<file path="config.mk">
export PLATFORM = sky130hd
export DESIGN_NAME = song_reader
export DESIGN_NICKNAME = d
export VERILOG_FILES = /design/src/rtl/song_reader.sv
export SDC_FILE = /design/constraint.sdc
export NUM_CORES = 1
export LEC_CHECK = 0
export BUFFER_PORTS_ARGS = -buffer_cell sky130_fd_sc_hd__buf_2
export CAP_MARGIN = 20
export CELL_PAD_IN_SITES_DETAIL_PLACEMENT = 0
export CELL_PAD_IN_SITES_GLOBAL_PLACEMENT = 1
export CORE_MARGIN = 1
export CORE_UTILIZATION = 34
export DETAILED_ROUTE_END_ITERATION = 8
export HOLD_SLACK_MARGIN = 0.12
export PLACE_DENSITY = 0.75
export SYNTH_ARGS = -nofsm -noshare
export SYNTH_HDL_FRONTEND = slang
export SYNTH_SLANG_ARGS = --single-unit
</file>
<file path="constraint.sdc">
create_clock -name clk -period 1.6 [get_ports clk]
set_input_delay 0.08 -clock clk [delete_from_list [all_inputs] [get_ports clk]]
set_output_delay 0.08 -clock clk [all_outputs]
set_load 0.005 [all_outputs]
</file>
<file path="src/rtl/song_reader.sv">
// song_reader: note sequencer between the music-player top level and the note player.
// Walks one song in a synchronous note ROM and hands the player one note at a time.
// It waits for the player's completion pulse before moving on. A song ends on a
// zero-duration entry or after the last ROM slot.
module song_reader #(
  parameter int ADDR_W = 5,
  parameter int SONG_W = 2,
  parameter int NOTE_W = 6,
  parameter int DUR_W  = 6
) (
  input  logic                     clk,
  input  logic                     reset,
  input  logic                     play,
  input  logic [SONG_W-1:0]        song,
  input  logic                     note_done,
  output logic [SONG_W+ADDR_W-1:0] rom_addr,
  input  logic [NOTE_W+DUR_W-1:0]  rom_data,
  output logic                     new_note,
  output logic [NOTE_W-1:0]        note,
  output logic [DUR_W-1:0]         duration,
  output logic                     song_done
);

  typedef enum logic [2:0] {
    IDLE,
    FETCH,
    LATCH,
    ISSUE,
    WAIT_DONE,
    END
  } state_t;

  localparam logic [ADDR_W-1:0] LAST_ADDR = '1;

  state_t            state;
  logic [ADDR_W-1:0] addr_q;
  logic [SONG_W-1:0] song_q;
  logic [DUR_W-1:0]  rom_dur;
  logic [NOTE_W-1:0] rom_note;

  // The ROM address is built directly from the song and note registers, so it is registered.
  assign rom_addr = {song_q, addr_q};
  assign rom_note = rom_data[NOTE_W+DUR_W-1:DUR_W];
  assign rom_dur  = rom_data[DUR_W-1:0];

  // Sequencer FSM. Pause takes priority everywhere except END. The pulse outputs are
  // set on the transition into ISSUE/END, so each one is high for exactly that cycle.
  always_ff @(posedge clk or negedge reset) begin
    if (!reset) begin
      state     <= IDLE;
      addr_q    <= '0;
      song_q    <= '0;
      note      <= '0;
      duration  <= '0;
      new_note  <= 1'b0;
      song_done <= 1'b0;
    end else begin
      new_note  <= 1'b0;
      song_done <= 1'b0;
      case (state)
        IDLE: begin
          if (play) begin
            if (song != song_q) begin
              addr_q <= '0;
            end
            song_q <= song;
            state  <= FETCH;
          end
        end
        FETCH: begin
          state <= play ? LATCH : IDLE;
        end
        LATCH: begin
          if (!play) begin
            state <= IDLE;
          end else begin
            note     <= rom_note;
            duration <= rom_dur;
            if (rom_dur == '0) begin
              song_done <= 1'b1;
              state     <= END;
            end else begin
              new_note <= 1'b1;
              state    <= ISSUE;
            end
          end
        end
        ISSUE: begin
          state <= play ? WAIT_DONE : IDLE;
        end
        WAIT_DONE: begin
          if (!play) begin
            state <= IDLE;
          end else if (note_done) begin
            if (addr_q == LAST_ADDR) begin
              song_done <= 1'b1;
              state     <= END;
            end else begin
              addr_q <= addr_q + 1'b1;
              state  <= FETCH;
            end
          end
        end
        END: begin
          addr_q <= '0;
          state  <= IDLE;
        end
        default: begin
          state <= IDLE;
        end
      endcase
    end
  end

endmodule

</file>
Word level (Yosys, flattened, before mapping). Index checks and enable logic that the tools add are counted.

Flip-flop bits (word level): 24. Input bits: 18. Output and inout port bits: 21. Word-level logic and storage cells: 52.

Add/sub/neg operators: 1. Equal/unequal tests: 13. Mux-type cells: 24. Reductions and logical operators: 7.

Operators with widths (count): $mux 5 (5); $mux 3 (7); $pmux 3 s5 (1); $pmux 5 s3 (1); $ne 2x2->1 const B (5); $mux 1 (8); $eq 3x2->1 const B (2); $eq 3x3->1 const B (2); $logic_not 6->1 (1); $reduce_and 2->1 (3); $reduce_and 6->1 (1); $add 5x1->5 const B (1); $eq 5x5->1 const B (1); $eq 3x1->1 const B (1); $logic_not 3->1 (1); $ne 3x3->1 const B (1); $reduce_bool 3->1 (1); $mux 2 (1); $ne 2x2->1 (1); $pmux 1 s2 (1).

Longest topological paths before layout. Gate-level depths: netlist of the first run.

Word-level depth: 5. Depth in mapped cells: 7.

Worst setup path after synthesis of the first run. No wires, ideal clock.

Path kind: reg2reg. Start point: register addr_q[0]. End point: register addr_q[2]. Setup time: 0.087 ns. Arrival: 1.681 ns. Setup slack: -0.167 ns. Cell stages (with the launch flop): 8. Clock period less this slack: 1.767 ns. Cells stage by stage: dfrtp_1 -> ha_1 -> and3_1 -> ha_1 -> nor2b_1 -> nand4_1 -> or3b_1 -> o211ai_1.

Cells in the longest elaborated chain, start to end: 5. Elaborated cells between the ends (all ways): 8. Those cells by class: add/sub (1); eq/ne (2); mux (4); reduce/logical (1).

RTL lines: from (decl) (RTL line 36) `logic [ADDR_W-1:0] addr_q;`; from (signal assigned) (RTL line 99) `addr_q <= addr_q + 1'b1;`; $add 5x1->5 (RTL line 99); $mux 5 (RTL line 95) `if (addr_q == LAST_ADDR) begin`; $mux 5 (RTL line 94) `end else if (note_done) begin`; $mux 5 (RTL line 92) `if (!play) begin`; $pmux 5 s3 (RTL line 60) `case (state)`.

Several ways; a longest one is shown, not always the timed one. The select of a mux whose other input is x is not followed. A chain may end at the register's enable or synchronous reset.

Final worst setup path of the first run. Same ends and word-level chain as after synthesis.

==> flow_results.xml, run 1 <==
<?xml version="1.0" encoding="UTF-8"?>
<metrics>
  <group name="outcome">
    <metric name="status" unit="">complete, but fails checks</metric>
    <metric name="violations" unit="">setup timing</metric>
  </group>
  <group name="die">
    <metric name="fp.dieArea" unit="um^2">3500</metric>
    <metric name="placementRows" unit="">20</metric>
    <metric name="ioPinCount" unit="">39</metric>
    <metric name="core" unit="um^2">3080</metric>
    <metric name="die_width" unit="um">59.1</metric>
    <metric name="floorplan.initialDensity" unit="%">36.1</metric>
    <metric name="die_height" unit="um">59.1</metric>
  </group>
  <group name="clock_tree">
    <metric name="numClockSinks" unit="">24</metric>
    <metric name="cts_tree" unit="">built</metric>
    <metric name="cts_max_level" unit="">1</metric>
    <metric name="numCtsBuffers" unit="">3</metric>
    <metric name="clock_pin_slew_reported_for_the_worst_setup_and_hold_paths_after_clock_tree_synthesis" unit="ns">0.13</metric>
    <metric name="cts_buffer_depth" unit="">2</metric>
    <metric name="clock-root-buffer" unit="">clkbuf_4</metric>
    <metric name="clkLatencyLatePin" unit="ns">0.31</metric>
  </group>
  <group name="logic_synthesis">
    <metric name="synth_area_per_cell" unit="um^2">13.1</metric>
    <metric name="syn_inst" unit="">85</metric>
    <metric name="synth-edff-count" unit="">0</metric>
    <metric name="yosysWarningCount" unit="">0</metric>
    <metric name="nets_in_the_synthesized_netlist" unit="">105</metric>
    <metric name="synth_seq_cells" unit="">24</metric>
    <metric name="yosys-mux-area-fraction" unit="%">17.8</metric>
    <metric name="mappedNetlistArea" unit="um^2">1110</metric>
    <metric name="yosys_most_used_dff" unit="">dfrtp_1</metric>
    <metric name="synthXorXnorAreaFrac" unit="%">1.58</metric>
    <metric name="synthAdderAreaFrac" unit="%">2.25</metric>
    <metric name="most_frequent_cells_after_synthesis" unit="">dfrtp_1 (24), mux2_2 (14), inv_1 (5)</metric>
    <metric name="synth.yosys.seq_area_share" unit="%">54.1</metric>
    <metric name="share_of_the_synthesized_area_in_compound_gates_ao_oa_aoi_oai" unit="%">7.89</metric>
    <metric name="synthesized_area_fraction_occupied_by_and_or_nand_nor_cells" unit="%">14.2</metric>
    <metric name="synth_top_area_cell" unit="">dfrtp_1</metric>
    <metric name="post-synth-top-count-cell" unit="">dfrtp_1</metric>
    <metric name="ys_types" unit="">33</metric>
    <metric name="async_flop_share" unit="%">100</metric>
    <metric name="synth.top_cell.area_share" unit="%">54.1</metric>
    <metric name="combinational_family_with_the_most_area_after_synthesis" unit="">multiplexers</metric>
    <metric name="synth_top_cells_by_area" unit="">dfrtp_1 (54%), mux2_2 (14%), mux2i_1 (3.6%)</metric>
  </group>
  <group name="grt">
    <metric name="grt_first_pass_wirelength" unit="um">4170</metric>
    <metric name="gr-usage-all-layers" unit="%">16.2</metric>
    <metric name="maximum_number_of_pins_on_one_net_before_global_route_repair" unit="">25</metric>
    <metric name="initial_antenna_violation_count" unit="">0</metric>
    <metric name="global_route.overflow_total" unit="">0</metric>
    <metric name="first_global_vias" unit="">980</metric>
  </group>
  <group name="routing">
    <metric name="route.detailed.wl_per_inst" unit="um">13.1</metric>
    <metric name="postRouteAntennaNets" unit="">0</metric>
    <metric name="drt_iter0_markers" unit="">10</metric>
    <metric name="total_wire_length" unit="um">2640</metric>
    <metric name="drt-vias-per-instance" unit="">4.57</metric>
    <metric name="routed_vias" unit="">918</metric>
    <metric name="first_pass_iters" unit="">3</metric>
    <metric name="drc" unit="">0</metric>
  </group>
  <group name="placed_design">
    <metric name="placer_congestion_estimate" unit="">0.761</metric>
    <metric name="hpwl" unit="um">1730</metric>
    <metric name="port_buffers" unit="">38</metric>
    <metric name="dpl-instance-area" unit="um^2">1410</metric>
  </group>
  <group name="sta">
    <metric name="timing.slew.headroom" unit="%">64.4</metric>
    <metric name="final_max_slew_viol_count" unit="">0</metric>
    <metric name="post-route-period-util" unit="%">110</metric>
    <metric name="transition_time_at_the_pin_with_the_least_slew_margin" unit="ns">0.534</metric>
    <metric name="finalClockSkew" unit="ns">0.00710</metric>
    <metric name="max_clock_freq" unit="GHz">0.567</metric>
    <metric name="layout_setup_ws" unit="ns">-0.162</metric>
    <metric name="finalHoldViolations" unit="">0</metric>
    <metric name="endpoints_failing_setup" unit="">6</metric>
    <metric name="final.setup.tns" unit="ns">-0.507</metric>
    <metric name="grt_setup_unrepaired" unit="">true</metric>
    <metric name="timing.final.crit_period" unit="ns">1.76</metric>
  </group>
  <group name="cells_and_area">
    <metric name="syn2layout_area_growth" unit="%">54.8</metric>
    <metric name="post_route_cells_drive_above_1_share" unit="%">51.0</metric>
    <metric name="n_antenna_cell" unit="">0</metric>
    <metric name="design.final.nets" unit="">178</metric>
    <metric name="postLayoutCellArea" unit="um^2">1720</metric>
  </group>
  <group name="critical_path">
    <metric name="crit_slowest_cell" unit="">dfrtp_1</metric>
    <metric name="timing.rr.end" unit="">addr_q[2]</metric>
    <metric name="critical_path.reg2reg.startpoint" unit="">addr_q[0]</metric>
    <metric name="critical_path_arrival" unit="ns">2.00</metric>
    <metric name="critical_path.startpoint_type" unit="">register</metric>
    <metric name="path_max_fanout" unit="">3</metric>
    <metric name="worst-endpoint-required" unit="ns">1.84</metric>
    <metric name="critical_path_buf_inv_count" unit="">0</metric>
    <metric name="worst_path_largest_cell_delay" unit="ns">0.42</metric>
    <metric name="crit_chain" unit="">ha_2 &gt; and3_4 &gt; ha_4 &gt; nor2b_4 &gt; nand4_1 &gt; or3b_1 &gt; o211ai_1</metric>
    <metric name="critPathTopFamily" unit="">simple AND/OR/NAND/NOR gates</metric>
    <metric name="worstSetupEndpointType" unit="">register</metric>
    <metric name="crit_type" unit="">reg2reg</metric>
    <metric name="timing.reg2reg.setup_slack" unit="ns">-0.16</metric>
    <metric name="reg2reg_depth" unit="">7</metric>
  </group>
  <group name="power">
    <metric name="vdd_drop_max" unit="mV">0.537</metric>
    <metric name="cellPowerDensity" unit="nW/um^2">956</metric>
    <metric name="totalPowerFinal" unit="mW">1.64</metric>
    <metric name="leakage" unit="nW">0.822</metric>
  </group>
  <group name="hold_path">
    <metric name="hold_path.class" unit="">in2async</metric>
  </group>
  <group name="run">
    <metric name="maxCapViolCount" unit="">0</metric>
  </group>
</metrics>
==> flip-flops by register name (all words and copies together), names as in the netlist <==
name / cells
song_q: 2
note: 6
addr_q: 5
state: 3
new_note: 1
duration: 6
song_done: 1
==> repair_timing <==
action                     in CTS  in global routing
buffers inserted                3                  3
hold endpoints to repair       43                  0
hold buffers                   18                  0
gates resized for setup         4                  1
setup endpoints to repair       5                  6
pin swaps                       5                  3
==> cells by family after synthesis <==
kind of cell | count (synthesis)
compound gates | 9
xor+xnor | 2
fa+ha+maj | 2
buf+inv | 6
flops | 24
mux | 18
simple gates | 24
==> cells in the final DEF, fill, tap and decap left out, types with 2 or more instances in the layout <==
cell type	Yosys	layout
nor2_1	3	3
buf_2	1	38
inv_1	5	5
mux2i_1	4	3
or3_1	2	2
xor2_1	2	2
mux2_2	14	14
dfrtp_1	24	24
clkbuf_4	0	3
dlygate4sd3_1	0	18
buf_4	0	13
nand2_1	3	3
nor3_1	2	2
==> area by class of cell <==
type,instances,area (um^2)
fillers,289,1360
flip-flops and latches,24,601
repair buffers,69,468
well taps,44,55.1
clock buffers,3,22.5
inverters,5,18.8
clock inverters,1,30.0
multi-input cells,55,523
==> worst max path at each step <==
stage | start | endpoint | slack (ns) | cells after the start
after global routing | addr_q[1] | addr_q[2] | -0.21 | 7
after global placement | addr_q[1] | addr_q[2] | -0.07 | 7
after CTS | addr_q[0] | addr_q[3] | -0.08 | 8
after floorplan | addr_q[0] | addr_q[2] | -0.07 | 7
after detailed placement | addr_q[1] | addr_q[2] | -0.16 | 7
final | addr_q[0] | addr_q[2] | -0.16 | 7
==> metal layers <==
metal	part of all wire (%)	routed length (um)	global-route usage, %
met5	0	0	0
met4	1.2	33	6.12
met3	5.8	152	4.15
met2	52	1370	29.2
met1	41	1080	18.2
==> per-stage QoR <==
step           instances  worst slack, ns  hold WS (ns)  utilization, %
5_1_grt              201           -0.207         0.306            55.8
2_1_floorplan         85          -0.0750        -0.216               -
3_5_place_dp         173           -0.156        0.0951            45.8
6_report             201           -0.162         0.273            55.8
4_1_cts              198          -0.0837         0.267            55.0
3_3_place_gp         173          -0.0682        0.0877            45.8
==> power by group <==
group | switching, mW | internal [mW]
Sequential | 0.0691 | 0.728
Clock | 0.175 | 0.253
Combinational | 0.162 | 0.256
Power figures use the tool's default switching activity.
==> run 2: changes to the inputs <==
--- a/config.mk
+++ b/config.mk
@@ -12,6 +12,7 @@
 export CORE_MARGIN = 1
 export CORE_UTILIZATION = 34
 export DETAILED_ROUTE_END_ITERATION = 8
+export GPL_TIMING_DRIVEN = 0
 export HOLD_SLACK_MARGIN = 0.12
 export PLACE_DENSITY = 0.75
 export SYNTH_ARGS = -nofsm -noshare
==> run 2 against run 1 <==
  * The run still ends with setup timing left
  * Largest power group unchanged
  * Global-route usage is 2.0 points lower
  * Via count is 4.8% lower
  * Routed wire length is 14% lower
  * Utilization is 2.6 points lower
  * Sequential power hardly changed
  * Critical path type unchanged
  * Sequential share of layout area is 1.7 points higher
  * Die area stayed put
  * Highest routed layer unchanged
  * Cell area is 4.7% lower
  * Flip-flop and latch count stayed put
  * Clock power is 28% lower
==> flow_results.xml, run 2 (synthesized netlist as in run 1, its figures left out) <==
<?xml version="1.0" encoding="UTF-8"?>
<metrics>
  <group name="outcome">
    <metric name="status" unit="">complete, but fails checks</metric>
    <metric name="violations" unit="">setup timing</metric>
  </group>
  <group name="clock_tree">
    <metric name="clkLatencyLatePin" unit="ns">0.31</metric>
    <metric name="clock-root-buffer" unit="">clkbuf_4</metric>
    <metric name="numCtsBuffers" unit="">3</metric>
    <metric name="cts_tree" unit="">built</metric>
    <metric name="cts_max_level" unit="">1</metric>
    <metric name="cts_buffer_depth" unit="">2</metric>
    <metric name="clock_pin_slew_reported_for_the_worst_setup_and_hold_paths_after_clock_tree_synthesis" unit="ns">0.13</metric>
    <metric name="numClockSinks" unit="">24</metric>
  </group>
  <group name="power">
    <metric name="cellPowerDensity" unit="nW/um^2">921</metric>
    <metric name="leakage" unit="nW">0.767</metric>
    <metric name="totalPowerFinal" unit="mW">1.51</metric>
    <metric name="vdd_drop_max" unit="mV">0.605</metric>
  </group>
  <group name="routing">
    <metric name="drt_iter0_markers" unit="">10</metric>
    <metric name="route.detailed.wl_per_inst" unit="um">11.8</metric>
    <metric name="postRouteAntennaNets" unit="">0</metric>
    <metric name="drt-vias-per-instance" unit="">4.53</metric>
    <metric name="total_wire_length" unit="um">2280</metric>
    <metric name="first_pass_iters" unit="">4</metric>
    <metric name="drc" unit="">0</metric>
    <metric name="routed_vias" unit="">874</metric>
  </group>
  <group name="critical_path">
    <metric name="crit_chain" unit="">ha_2 &gt; and3_4 &gt; ha_4 &gt; nor2b_4 &gt; nand4_1 &gt; buf_4 &gt; o21ba_2 &gt; a31oi_1</metric>
    <metric name="critical_path.startpoint_type" unit="">register</metric>
    <metric name="worst_path_largest_cell_delay" unit="ns">0.44</metric>
    <metric name="crit_slowest_cell" unit="">dfrtp_1</metric>
    <metric name="critical_path_arrival" unit="ns">1.96</metric>
    <metric name="critical_path_buf_inv_count" unit="">1</metric>
    <metric name="worst-endpoint-required" unit="ns">1.83</metric>
    <metric name="critPathTopFamily" unit="">flip-flops</metric>
    <metric name="worstSetupEndpointType" unit="">register</metric>
    <metric name="crit_type" unit="">reg2reg</metric>
    <metric name="path_max_fanout" unit="">4</metric>
  </group>
  <group name="cells_and_area">
    <metric name="post_route_cells_drive_above_1_share" unit="%">48.3</metric>
    <metric name="design.final.nets" unit="">170</metric>
    <metric name="mostFrequentLayoutCells" unit="">buf_2 (38), dfrtp_1 (24), dlygate4sd3_1 (18)</metric>
    <metric name="final_common_cell" unit="">buf_2</metric>
    <metric name="syn2layout_area_growth" unit="%">47.6</metric>
    <metric name="largestRegisters" unit="">duration x6, note x6, addr_q x5</metric>
    <metric name="n_antenna_cell" unit="">0</metric>
  </group>
  <group name="die">
    <metric name="core" unit="um^2">3080</metric>
    <metric name="floorplan.initialDensity" unit="%">36.1</metric>
    <metric name="ioPinCount" unit="">39</metric>
    <metric name="die_height" unit="um">59.1</metric>
    <metric name="placementRows" unit="">20</metric>
    <metric name="die_width" unit="um">59.1</metric>
    <metric name="fp.dieArea" unit="um^2">3500</metric>
  </group>
  <group name="grt">
    <metric name="grt_first_pass_wirelength" unit="um">3710</metric>
    <metric name="maximum_number_of_pins_on_one_net_before_global_route_repair" unit="">25</metric>
    <metric name="first_global_vias" unit="">872</metric>
    <metric name="initial_antenna_violation_count" unit="">0</metric>
    <metric name="global_route.overflow_total" unit="">0</metric>
    <metric name="gr-usage-all-layers" unit="%">14.2</metric>
  </group>
  <group name="sta">
    <metric name="endpoints_failing_setup" unit="">5</metric>
    <metric name="max_clock_freq" unit="GHz">0.578</metric>
    <metric name="final.setup.tns" unit="ns">-0.346</metric>
    <metric name="timing.final.crit_period" unit="ns">1.73</metric>
    <metric name="post-route-period-util" unit="%">108</metric>
    <metric name="finalClockSkew" unit="ns">0.00885</metric>
    <metric name="finalHoldViolations" unit="">0</metric>
    <metric name="timing.slew.headroom" unit="%">65.3</metric>
    <metric name="grt_setup_unrepaired" unit="">true</metric>
    <metric name="transition_time_at_the_pin_with_the_least_slew_margin" unit="ns">0.521</metric>
    <metric name="fin_worst_hold_slack" unit="ns">0.262</metric>
    <metric name="layout_setup_ws" unit="ns">-0.130</metric>
    <metric name="final_max_slew_viol_count" unit="">0</metric>
  </group>
  <group name="hold_path">
    <metric name="hold_path.class" unit="">in2async</metric>
  </group>
  <group name="placed_design">
    <metric name="placer_congestion_estimate" unit="">0.774</metric>
    <metric name="hpwl" unit="um">1540</metric>
    <metric name="port_buffers" unit="">38</metric>
    <metric name="dp_slack" unit="ns">-0.204</metric>
  </group>
  <group name="run">
    <metric name="maxCapViolCount" unit="">0</metric>
  </group>
</metrics>
[run 2: worst reg2reg max path: stages, from the launching register on]
cell,delay [ns]
dfrtp_1,0.44
ha_2,0.19
and3_4,0.15
ha_4,0.16
nor2b_4,0.12
nand4_1,0.11
buf_4,0.16
o21ba_2,0.18
a31oi_1,0.14
[run 2: area by class of cell]
class | instances | area (um^2)
Multi-Input combinational cell | 55 | 515
Timing Repair Buffer | 60 | 404
Clock buffer | 4 | 36.3
Fill cell | 266 | 1440
Buffer | 1 | 7.51
Tap cell | 44 | 55.1
Sequential cell | 24 | 601
Inverter | 5 | 18.8
[run 2: power breakdown]
group	switching [mW]	total [mW]	internal [mW]
clock network	0.171	0.310	0.139
registers	0.0701	0.798	0.728
logic	0.154	0.400	0.247
total	0.395	1.51	1.11
[run 2: repair_timing]
item | CTS | global route
endpoints found under the hold margin | 43 | 0
buffers inserted | 4 | 1
resized for setup | 4 | 2
endpoints found under the setup margin | 15 | 15
pin swaps | 4 | 3
hold buffers | 18 | 0
[run 2: final timing paths]
| path | start | endpoint | slack, ns | cells after the start |
|---|---|---|---|---|
| setup / recovery | addr_q[0] | addr_q[3] | -0.13 | 8 |
| hold / removal | reset | addr_q[2] | 0.26 | 2 |
| setup reg to reg | addr_q[0] | addr_q[3] | -0.13 | 8 |
| hold reg to reg | addr_q[3] | addr_q[3] | 0.52 | 1 |
| max in group asynchronous | reset | note[3] | 0.98 | 2 |
| min in group clk | addr_q[3] | addr_q[3] | 0.52 | 1 |
[run 2: layer usage]
layer	vias up	wire length [um]	track usage, %
met5	-	0	0
met4	0	11	5.10
li1	428	-	-
met2	32	1120	25.0
met3	2	120	3.06
met1	412	1030	16.9
[run 2: through the flow]
stage / util [%] / instances / area [um^2]
floorplan: - / 85 / 1120
global route: 53.2 / 193 / 1640
detailed placement: 44.3 / 167 / 1360
finish: 53.2 / 193 / 1640
CTS: 52.8 / 192 / 1620
global placement: 44.3 / 167 / 1360
